### src/rtl/reg_wb_arbiter_pkg.sv
// Shared register-file types and the write-back request record.
package reg_wb_arbiter_pkg;
   localparam int word_size  = 8;
   localparam int reg_size   = 4;
   localparam int reg_addr_w = $clog2(reg_size);

   typedef logic [word_size-1:0]  word;
   typedef logic [reg_addr_w-1:0] regAddr;

   // One pending register write: destination and value.
   typedef struct packed {
      regAddr addr;
      word    data;
   } wb_req_t;
endpackage

### src/rtl/reg_wb_arbiter_if.sv
// Write-back bus: producer requests, register-file write port and
// per-read-port forwarding results.
interface reg_wb_arbiter_if import reg_wb_arbiter_pkg::*; #(
   parameter int NREQ = 3
) ();
   logic   [NREQ-1:0] req_valid;
   regAddr [NREQ-1:0] req_addr;
   word    [NREQ-1:0] req_data;
   logic   [NREQ-1:0] req_ready;

   logic   wr_en;
   regAddr wr_addr;
   word    wr_data;

   regAddr rd_addr1;
   regAddr rd_addr2;
   logic   fwd1_en;
   word    fwd1_data;
   logic   fwd2_en;
   word    fwd2_data;

   // Producer / pipeline side.
   modport master (
      output req_valid, req_addr, req_data, rd_addr1, rd_addr2,
      input  req_ready, wr_en, wr_addr, wr_data,
             fwd1_en, fwd1_data, fwd2_en, fwd2_data
   );

   // Arbiter side.
   modport slave (
      input  req_valid, req_addr, req_data, rd_addr1, rd_addr2,
      output req_ready, wr_en, wr_addr, wr_data,
             fwd1_en, fwd1_data, fwd2_en, fwd2_data
   );
endinterface

### src/rtl/reg_wb_arbiter_rr_arbiter.sv
// Combinational round-robin picker: first asserted request at or after ptr,
// wrapping modulo N.
module rr_arbiter #(
   parameter  int N  = 3,
   localparam int IW = (N > 1) ? $clog2(N) : 1
) (
   input  logic [N-1:0]  req,
   input  logic [IW-1:0] ptr,
   output logic [N-1:0]  gnt,
   output logic [IW-1:0] gnt_idx,
   output logic          any_gnt
);
   int cand;

   // Scan offsets from farthest to nearest so the nearest requester wins.
   always_comb begin
      gnt     = '0;
      gnt_idx = '0;
      any_gnt = 1'b0;
      cand    = 0;
      for (int k = N - 1; k >= 0; k--) begin
         cand = (int'(ptr) + k) % N;
         if (req[cand]) begin
            gnt_idx = IW'(cand);
            any_gnt = 1'b1;
         end
      end
      if (any_gnt) begin
         gnt[gnt_idx] = 1'b1;
      end
   end
endmodule

### src/rtl/reg_wb_arbiter.sv
// Write-back arbiter for the single register-file write port, with
// registered read-during-write forwarding for both read ports.
module reg_wb_arbiter import reg_wb_arbiter_pkg::*; #(
   parameter int NREQ = 3
) (
   input  logic          clk,
   input  logic          rst,
   reg_wb_arbiter_if.slave bus
);
   localparam int IW = (NREQ > 1) ? $clog2(NREQ) : 1;

   logic [IW-1:0]   rr_ptr_q, rr_ptr_d;
   logic [NREQ-1:0] gnt;
   logic [IW-1:0]   gnt_idx;
   logic            any_gnt;
   logic            take;

   wb_req_t wr_q, wr_d;
   logic    wr_en_q, wr_en_d;
   logic    fwd1_en_q, fwd1_en_d, fwd2_en_q, fwd2_en_d;
   word     fwd1_data_q, fwd1_data_d, fwd2_data_q, fwd2_data_d;

   rr_arbiter #(.N(NREQ)) u_rr_arbiter (
      .req     (bus.req_valid),
      .ptr     (rr_ptr_q),
      .gnt     (gnt),
      .gnt_idx (gnt_idx),
      .any_gnt (any_gnt)
   );

   // No grants are issued while reset is held, so nothing is lost.
   assign take          = any_gnt & ~rst;
   assign bus.req_ready = rst ? '0 : gnt;

   // Next write-port contents, pointer advance and forwarding compares.
   always_comb begin
      wr_d     = wr_q;
      wr_en_d  = 1'b0;
      rr_ptr_d = rr_ptr_q;
      if (take) begin
         wr_en_d   = 1'b1;
         wr_d.addr = bus.req_addr[gnt_idx];
         wr_d.data = bus.req_data[gnt_idx];
         rr_ptr_d  = (gnt_idx == IW'(NREQ - 1)) ? '0 : gnt_idx + 1'b1;
      end
      fwd1_en_d   = wr_en_q & (wr_q.addr == bus.rd_addr1);
      fwd2_en_d   = wr_en_q & (wr_q.addr == bus.rd_addr2);
      fwd1_data_d = wr_q.data;
      fwd2_data_d = wr_q.data;
   end

   // State registers; reset drops any in-flight write.
   always_ff @(posedge clk) begin
      if (rst) begin
         rr_ptr_q    <= '0;
         wr_q        <= '0;
         wr_en_q     <= 1'b0;
         fwd1_en_q   <= 1'b0;
         fwd2_en_q   <= 1'b0;
         fwd1_data_q <= '0;
         fwd2_data_q <= '0;
      end else begin
         rr_ptr_q    <= rr_ptr_d;
         wr_q        <= wr_d;
         wr_en_q     <= wr_en_d;
         fwd1_en_q   <= fwd1_en_d;
         fwd2_en_q   <= fwd2_en_d;
         fwd1_data_q <= fwd1_data_d;
         fwd2_data_q <= fwd2_data_d;
      end
   end

   assign bus.wr_en     = wr_en_q;
   assign bus.wr_addr   = wr_q.addr;
   assign bus.wr_data   = wr_q.data;
   assign bus.fwd1_en   = fwd1_en_q;
   assign bus.fwd1_data = fwd1_data_q;
   assign bus.fwd2_en   = fwd2_en_q;
   assign bus.fwd2_data = fwd2_data_q;
endmodule

### src/flat_wrapper.sv
// flat-port wrapper written by rule: the top's interface ports become plain ports
module reg_wb_arbiter_flat import reg_wb_arbiter_pkg::*;
#(
   parameter int NREQ = 3
)
  (clk, rst, bus_req_valid, bus_req_addr, bus_req_data, bus_rd_addr1, bus_rd_addr2, bus_req_ready, bus_wr_en, bus_wr_addr, bus_wr_data, bus_fwd1_en, bus_fwd1_data, bus_fwd2_en, bus_fwd2_data);
  reg_wb_arbiter_if #(.NREQ(NREQ)) bus_i ();
  input  logic clk;
  input  logic rst;
  input wire logic [$bits(bus_i.req_valid)-1:0] bus_req_valid;
  input wire logic [$bits(bus_i.req_addr)-1:0] bus_req_addr;
  input wire logic [$bits(bus_i.req_data)-1:0] bus_req_data;
  input wire logic [$bits(bus_i.rd_addr1)-1:0] bus_rd_addr1;
  input wire logic [$bits(bus_i.rd_addr2)-1:0] bus_rd_addr2;
  output wire logic [$bits(bus_i.req_ready)-1:0] bus_req_ready;
  output wire logic [$bits(bus_i.wr_en)-1:0] bus_wr_en;
  output wire logic [$bits(bus_i.wr_addr)-1:0] bus_wr_addr;
  output wire logic [$bits(bus_i.wr_data)-1:0] bus_wr_data;
  output wire logic [$bits(bus_i.fwd1_en)-1:0] bus_fwd1_en;
  output wire logic [$bits(bus_i.fwd1_data)-1:0] bus_fwd1_data;
  output wire logic [$bits(bus_i.fwd2_en)-1:0] bus_fwd2_en;
  output wire logic [$bits(bus_i.fwd2_data)-1:0] bus_fwd2_data;
  assign bus_i.req_valid = bus_req_valid;
  assign bus_i.req_addr = bus_req_addr;
  assign bus_i.req_data = bus_req_data;
  assign bus_i.rd_addr1 = bus_rd_addr1;
  assign bus_i.rd_addr2 = bus_rd_addr2;
  assign bus_req_ready = bus_i.req_ready;
  assign bus_wr_en = bus_i.wr_en;
  assign bus_wr_addr = bus_i.wr_addr;
  assign bus_wr_data = bus_i.wr_data;
  assign bus_fwd1_en = bus_i.fwd1_en;
  assign bus_fwd1_data = bus_i.fwd1_data;
  assign bus_fwd2_en = bus_i.fwd2_en;
  assign bus_fwd2_data = bus_i.fwd2_data;
  reg_wb_arbiter #(.NREQ(NREQ)) u_core (.clk(clk), .rst(rst), .bus(bus_i));
endmodule
### config.mk
export PLATFORM = sky130hd
export DESIGN_NAME = reg_wb_arbiter_flat
export DESIGN_NICKNAME = d
export VERILOG_FILES = /design/src/rtl/reg_wb_arbiter_pkg.sv /design/src/rtl/reg_wb_arbiter_if.sv /design/src/rtl/reg_wb_arbiter_rr_arbiter.sv /design/src/rtl/reg_wb_arbiter.sv /design/src/flat_wrapper.sv
export SDC_FILE = /design/constraint.sdc
export NUM_CORES = 1
export LEC_CHECK = 0
export BUFFER_PORTS_ARGS = -buffer_cell sky130_fd_sc_hd__clkbuf_2
export CORE_MARGIN = 4
export CORE_UTILIZATION = 43
export DETAILED_ROUTE_END_ITERATION = 16
export GPL_ROUTABILITY_DRIVEN = 0
export PLACE_DENSITY = 0.77
export SLEW_MARGIN = 20
export SYNTH_ARGS = -nofsm -noshare
export SYNTH_HDL_FRONTEND = slang
export SYNTH_SLANG_ARGS = --single-unit
### constraint.sdc
create_clock -name clk -period 3.7 [get_ports clk]
set_input_delay 0.185 -clock clk [delete_from_list [all_inputs] [get_ports clk]]
set_output_delay 0.185 -clock clk [all_outputs]
set_load 0.01 [all_outputs]
# Yosys cells after proc, flatten, opt, wreduce, memory -nomap -nowiden
# Cells that the tools add are included.
[word_totals]
register_bits = 23
latch_bits = 0
ram_bits = 0
mem_bits_ro = 0
input_bits = 39
output_inout_bits = 32
wordCells = 51
mem_count = 0
[op_classes]
n_addsub = 3
mul = 0
div_mod_pow = 3
order_cmp = 5
eq_ne = 3
shift = 0
n_mux = 25
bitwise = 4
n_reduce_logical = 1
[ops]
columns = ["cell", "n"]
rows = [
  ["32-bit by 4-bit < comparator with 1-bit output, second input constant", 3],
  ["32-bit by 3-bit remainder unit with 32-bit output, second input constant", 2],
  ["3-bit by 3-bit remainder unit with 32-bit output, second input constant", 1],
  ["8-bit binary-select mux with 2-bit select", 1],
  ["1-bit 2-to-1 mux", 11],
  ["2-bit 2-to-1 mux", 5],
  ["8-bit 2-to-1 mux", 1],
  ["1-bit binary-select mux with 2-bit select", 3],
  ["3-bit 2-to-1 mux", 2],
  ["2-bit binary-select mux with 2-bit select", 1],
  ["2-bit equality test", 2],
  ["2-bit by 1-bit adder with 3-bit output, second input constant", 1],
  ["2-bit by 2-bit adder with 3-bit output, second input constant", 1],
  ["1-bit bitwise AND", 3],
  ["2-bit by 3-bit < comparator with 1-bit output, second input constant", 1],
  ["2-bit by 1-bit adder with 2-bit output, second input constant", 1],
  ["1-bit demux with 2-bit select", 1],
  ["2-bit equality test, second input constant", 1],
  ["2-bit by 1-bit >= comparator with 1-bit output, second input constant", 1],
  ["1-bit logical AND", 1],
  ["1-bit inverter", 1],
]

# Logic depth before layout (Yosys ltp)
[depth]
word_depth = 14
depth_mapped = 9
mapped_depth_nobuf = 7

# Modules after synthesis
# Synthesis repeated with hierarchy kept, for this count alone.
[unflattened]
cells_unflattened = 136
hier_area_um2 = 1271.2
[by_module_without_submodules]
columns = ["mod", "n_inst", "cells_per_inst", "area_per_inst_um2", "seq_area_each_um2"]
rows = [
  ["reg_wb_arbiter", 1, 105, 1057.3, 460.4],
  ["rr_arbiter", 1, 31, 214.0, 0.0],
]

# Worst setup path after synthesis
# OpenSTA, ideal clock, no wires.
[synth_timing]
kind = "register -> output"
startpoint = "reg u_core.rr_ptr_q[0]"
endpoint = "out bus_req_ready[0]"
t_arrival_ns = 2.129
required_ns = 3.515
setup_slack_ns = 1.386
path_stages_with_launch = 9
n_path_buf = 2
cell_sequence = "dfxtp_1 inv_1 ha_1 buf_2 and2b_1 o2111ai_2 nand2_1 buf_2 a2111oi_0"
[synth_via]
elab_chain_cells = 14
word_cells_on_any_way = 27
cone_classes = "add/sub (2); div (3); order compare (2); mux (19); reduce/logical (1)"
[synth_lines]
columns = ["item", "line", "text"]
rows = [
  ["start: declaration", "reg_wb_arbiter.sv:12", "logic [IW-1:0] rr_ptr_q, rr_ptr_d;"],
  ["start signal: assignment", "reg_wb_arbiter.sv:63", "rr_ptr_q <= rr_ptr_d;"],
  ["2-bit by 2-bit adder with 3-bit output", "reg_wb_arbiter_rr_arbiter.sv:22", "cand = (int'(ptr) + k) % N;"],
  ["32-bit by 3-bit remainder unit with 32-bit output", "reg_wb_arbiter_rr_arbiter.sv:22", ""],
  ["1-bit binary-select mux with 2-bit select", "reg_wb_arbiter_rr_arbiter.sv:23", "if (req[cand]) begin"],
  ["1-bit 2-to-1 mux (not written as such) (2 in series)", "reg_wb_arbiter_rr_arbiter.sv:23", ""],
  ["2-bit 2-to-1 mux (3 in series)", "reg_wb_arbiter_rr_arbiter.sv:23", ""],
  ["2-bit by 3-bit < comparator with 1-bit output (not written as such) or 2-bit by 1-bit >= comparator with 1-bit output (tied branches)", "reg_wb_arbiter_rr_arbiter.sv:29", "gnt[gnt_idx] = 1'b1;"],
  ["1-bit logical AND (not written as such)", "reg_wb_arbiter_rr_arbiter.sv:29", ""],
  ["1-bit 2-to-1 mux (not written as such)", "reg_wb_arbiter_rr_arbiter.sv:29", ""],
  ["1-bit demux with 2-bit select", "reg_wb_arbiter_rr_arbiter.sv:29", ""],
  ["3-bit 2-to-1 mux (*)", "reg_wb_arbiter_rr_arbiter.sv:28", "if (any_gnt) begin"],
  ["3-bit 2-to-1 mux (*)", "reg_wb_arbiter.sv:33", "assign bus.req_ready = rst ? '0 : gnt;"],
  ["end: declaration", "flat_wrapper.sv:15", "output wire logic [$bits(bus_i.req_ready)-1:0] bus_req_ready;"],
]
# Mark *: on every way between the ends. The rest lies on a longest branch, timed or not. The select of a mux whose other input is x is not followed.

# Final worst setup path
# Same ends and word-level chain as after synthesis.

==> results.txt <==
Setup repair after global routing left no endpoint under its margin. From synthesis to final layout, the design area changed by 22.8%. The number of nets still failing antenna checks after routing came out at 0.

Clock-pin slew was measured on the worst setup and hold paths at 120 ps. The highest-utilization routing layer at the global route stage is met2. For this configuration, the core starts out at a cell density of 0.447. In this run the cell area of the synthesized design comes to 0.00135 mm2. The total of cells resized after clock tree synthesis is 0. The buffer depth of the longest clock path came out at 2. The final HPWL from detailed placement is 2600 um. The synthesized design spends more area on one cell type than any other, namely sky130_fd_sc_hd__dfxtp_1. The run finished with clean final reports.

The largest individual stage delay along the critical path comes from the cell sky130_fd_sc_hd__a2111oi_0. Entering global routing, the biggest net connects 24 pins. In the routed design, unresolved DRC markers number 0. The maximum ir drop on the vdd rail came out at 304 uV.

The number of antenna violations at the first check in global routing is 0. TritonCTS built the clock tree. The floorplan row count came out at 20.

71 I/O pins were placed. The count of hold buffers inserted by post-cts repair is 0. The smallest clock period supported by the final layout is computed as 3110 ps. The residual overflow from global routing came out at 0. Counting flops with a built-in enable in the synthesized netlist gives 0. The global-route usage over all layers is 0.168.

The tightest min-delay check is of the in2reg type. The clock sink count came out at 23. Among all flip-flop cells after synthesis, the most frequent one is sky130_fd_sc_hd__dfxtp_1. The share of the Yosys chip area taken by registers is 0.340.

The number of buffers created by CTS came out at 3. The port buffer count came out at 70. In this run, placement finished with an instance count of 250. The number of pins exceeding their max-slew limit in the final report is 0. The relative slew slack came out at 0.351. Measured along the x axis, the die boundary spans 64.1 um. The largest fanout on the critical path came out at 23.

The met1 track utilization from global routing came out at 0.212. Counting flops and latches in the post-synthesis netlist gives 23. The post-route non-filler standard cell count came out at 254. The total power density per cell area is 687 mW/mm2. The level count of the clock H-tree is 1. At the worst endpoint, the required time is 3510 ps.

The data arrival at the endpoint of the critical path came out at 2920 ps. The die height is 64.1 um. The final clock skew came out at 7.23 ps. The critical path goes through inv_1 -> ha_1 -> nand2_1 -> o211ai_1 -> nand2_1 -> a2111oi_0 -> clkbuf_2. The biggest cell delay along the critical path came out at 590 ps. The worst setup path is captured at an output pin. The most frequent cell on the critical path is sky130_fd_sc_hd__nand2_1.

The fraction of registers with async set/reset came out at 0. The number of nets in the layout came out at 253. The via count came out at 1,288.

The later-pin clock latency in the skew report came out at 300 ps. The share of post-route cells with drive strength above 1 is 0.410. Adding up every negative setup slack in the final design gives 0 ps.

After detailed routing, the number of vias per cell comes to 5.07. In the post-synthesis netlist, the biggest area contributors are sky130_fd_sc_hd__dfxtp_1 34%, sky130_fd_sc_hd__o41ai_2 9.6%, sky130_fd_sc_hd__nor3_1 8.5%. The count of unique library cells instantiated by Yosys came out at 39.

The filler cells instantiated in the layout total 277. Setup violations remaining at the end of the flow were counted as 0. The post-CTS repair timing setup buffer count is 0.

The root buffer cell chosen for the clock tree is sky130_fd_sc_hd__clkbuf_4. The net count of the mapped netlist came out at 197. The measured slew at the worst slew-check pin came out at 974 ps.

The standard cell area after detailed placement came out at 0.00163 mm2. The repair_antennas step left the layout with diodes totalling 0. The met2 track demand over resource is 0.289. The met3 track utilization from global routing is 0.0404.

The core area is 0.00303 mm2. The cell area after layout came out at 0.00166 mm2. The iteration count of the initial detailed-routing pass came out at 4. The total die area came out at 0.00411 mm2. Synthesis produced a netlist whose cell count is 155. The initial detailed-routing violation count is 69.

The leakage power total came out at 0.787 nW. The first-pass GRT wire length is 5540 um. The final clock period utilization by the worst path came out at 0.839. The register-to-register setup slack came out at 1120 ps. The startpoint class of the critical path is a flip-flop. The mean area per synthesized cell is 8.73 um2.

The count of final hold-check violations is 0. The worst setup path is of the reg2out kind. The top achievable clock speed came out at 322 MHz.

Of the post-synthesis cell area, the dominant cell type holds 0.340. The via count of the first global-routing pass is 1,239. The total of warnings raised by yosys came out at 0. The final wirelength is 3370 um.

The post-detailed-route wirelength per cell is 13.3 um. The number of max-cap violations came out at 0.
-- layout make-up --
cell class              instances  area (um2)  area share
clock buffers                   3        22.5      0.0136
flip-flops and latches         23         460       0.277
well taps                      44        55.1      0.0331
multi-input cells             107         746       0.449
repair buffers                 70         350       0.211
inverters                       6        22.5      0.0136
clock inverters                 1        5.00     0.00301
-- power by group --
part,internal [mW],switching (mW)
Clock,0.0403,0.0693
Combinational,0.265,0.376
Sequential,0.338,0.0531
-- layout by cell type, fill, tap and decap left out --
cell type                    n
sky130_fd_sc_hd__o21ai_1     2
sky130_fd_sc_hd__o221ai_2    1
sky130_fd_sc_hd__or2_4       1
sky130_fd_sc_hd__a2111oi_0   1
sky130_fd_sc_hd__clkbuf_4    3
sky130_fd_sc_hd__a211o_1     1
sky130_fd_sc_hd__inv_1       6
sky130_fd_sc_hd__o221ai_1    1
sky130_fd_sc_hd__a221oi_1    1
sky130_fd_sc_hd__clkinv_2    1
sky130_fd_sc_hd__a21oi_1     3
sky130_fd_sc_hd__nor3_1     23
sky130_fd_sc_hd__or3_1       3
sky130_fd_sc_hd__nor2b_1     9
sky130_fd_sc_hd__xor2_1      4
sky130_fd_sc_hd__o21ai_0     1
sky130_fd_sc_hd__nand2b_1    2
sky130_fd_sc_hd__and2_1      1
sky130_fd_sc_hd__mux2i_1     3
sky130_fd_sc_hd__a32o_1      1
sky130_fd_sc_hd__a32oi_1     1
sky130_fd_sc_hd__and2b_1     1
sky130_fd_sc_hd__nor2_1     11
sky130_fd_sc_hd__ha_1        3
sky130_fd_sc_hd__o41ai_2     8
sky130_fd_sc_hd__clkbuf_2   70
sky130_fd_sc_hd__o31ai_1     2
sky130_fd_sc_hd__nand2_1    12
sky130_fd_sc_hd__dfxtp_1    23
sky130_fd_sc_hd__a21oi_2     1
sky130_fd_sc_hd__nand3b_1    4
sky130_fd_sc_hd__o211ai_1    1
sky130_fd_sc_hd__nand4_1     1
sky130_fd_sc_hd__and2_0      1
sky130_fd_sc_hd__nand3_1     1
sky130_fd_sc_hd__nor4b_1     1
sky130_fd_sc_hd__o2111ai_2   1
-- state kept, by name, summed over array words and instances, names as in the netlist --
| register | count |
|---|---|
| u_core.bus.wr_en | 1 |
| u_core.bus.wr_addr | 2 |
| u_core.bus.wr_data | 8 |
| u_core.bus.fwd1_en | 1 |
| u_core.bus.fwd2_en | 1 |
| u_core.bus.fwd1_data | 8 |
| u_core.rr_ptr_q | 2 |
-- metrics by stage --
stage                      util  hold WS, ps  setup slack [ps]  total power, mW
after floorplan               -          268              1390            0.888
after global placement    0.540          470              1040             1.03
after detailed placement  0.540          477               970             1.03
after CTS                 0.549          163               614             1.15
after global routing      0.549          153               140             1.24
final                     0.549          168               594             1.14
-- kinds of logic after synthesis --
group           synth area share
buf+inv                    0.108
flops                      0.340
mux                       0.0222
simple gates               0.272
fa+ha+maj                 0.0278
compound gates             0.204
xor+xnor                  0.0259
-- cells in the mapped netlist, types with 4 or more instances --
cell type,count
sky130_fd_sc_hd__dfxtp_1,23
sky130_fd_sc_hd__nor3_1,23
sky130_fd_sc_hd__nand3b_1,4
sky130_fd_sc_hd__nand2_1,12
sky130_fd_sc_hd__inv_1,6
sky130_fd_sc_hd__o41ai_2,8
sky130_fd_sc_hd__buf_2,5
sky130_fd_sc_hd__nor2_1,11
sky130_fd_sc_hd__xor2_1,4
sky130_fd_sc_hd__buf_4,8
sky130_fd_sc_hd__nor2b_1,9
-- per-layer routing --
| metal | part of all wire | vias up | wire [um] |
|---|---|---|---|
| met2 | 0.47 | 54 | 1600 |
| met3 | 0.066 | 0 | 222 |
| met5 | 0 | - | 0 |
| met1 | 0.46 | 580 | 1550 |
| li1 | - | 654 | - |
| met4 | 0 | 0 | 0 |
-- path summary, 6_finish.rpt --
kind,start,endpoint,cells after the start
max,u_core.rr_ptr_q[0]$_SDFFE_PP0P_,bus_req_ready[0],7
min,bus_rd_addr1[1],u_core.bus.fwd1_en$_SDFF_PP0_,3
max reg2reg,u_core.rr_ptr_q[0]$_SDFFE_PP0P_,u_core.bus.wr_data[2]$_SDFFE_PP0P_,7
min reg2reg,u_core.rr_ptr_q[0]$_SDFFE_PP0P_,u_core.rr_ptr_q[0]$_SDFFE_PP0P_,2
-- critical path, delay by kind of cell (launching register included) --
kind	cells	cell delay (ps)
and+or+nand+nor	2	580
buffers and inverters	2	310
DFF	1	380
AOI/OAI and AO/OA	2	870
adders and majority gates	1	480
Power figures use the tool's default switching activity.
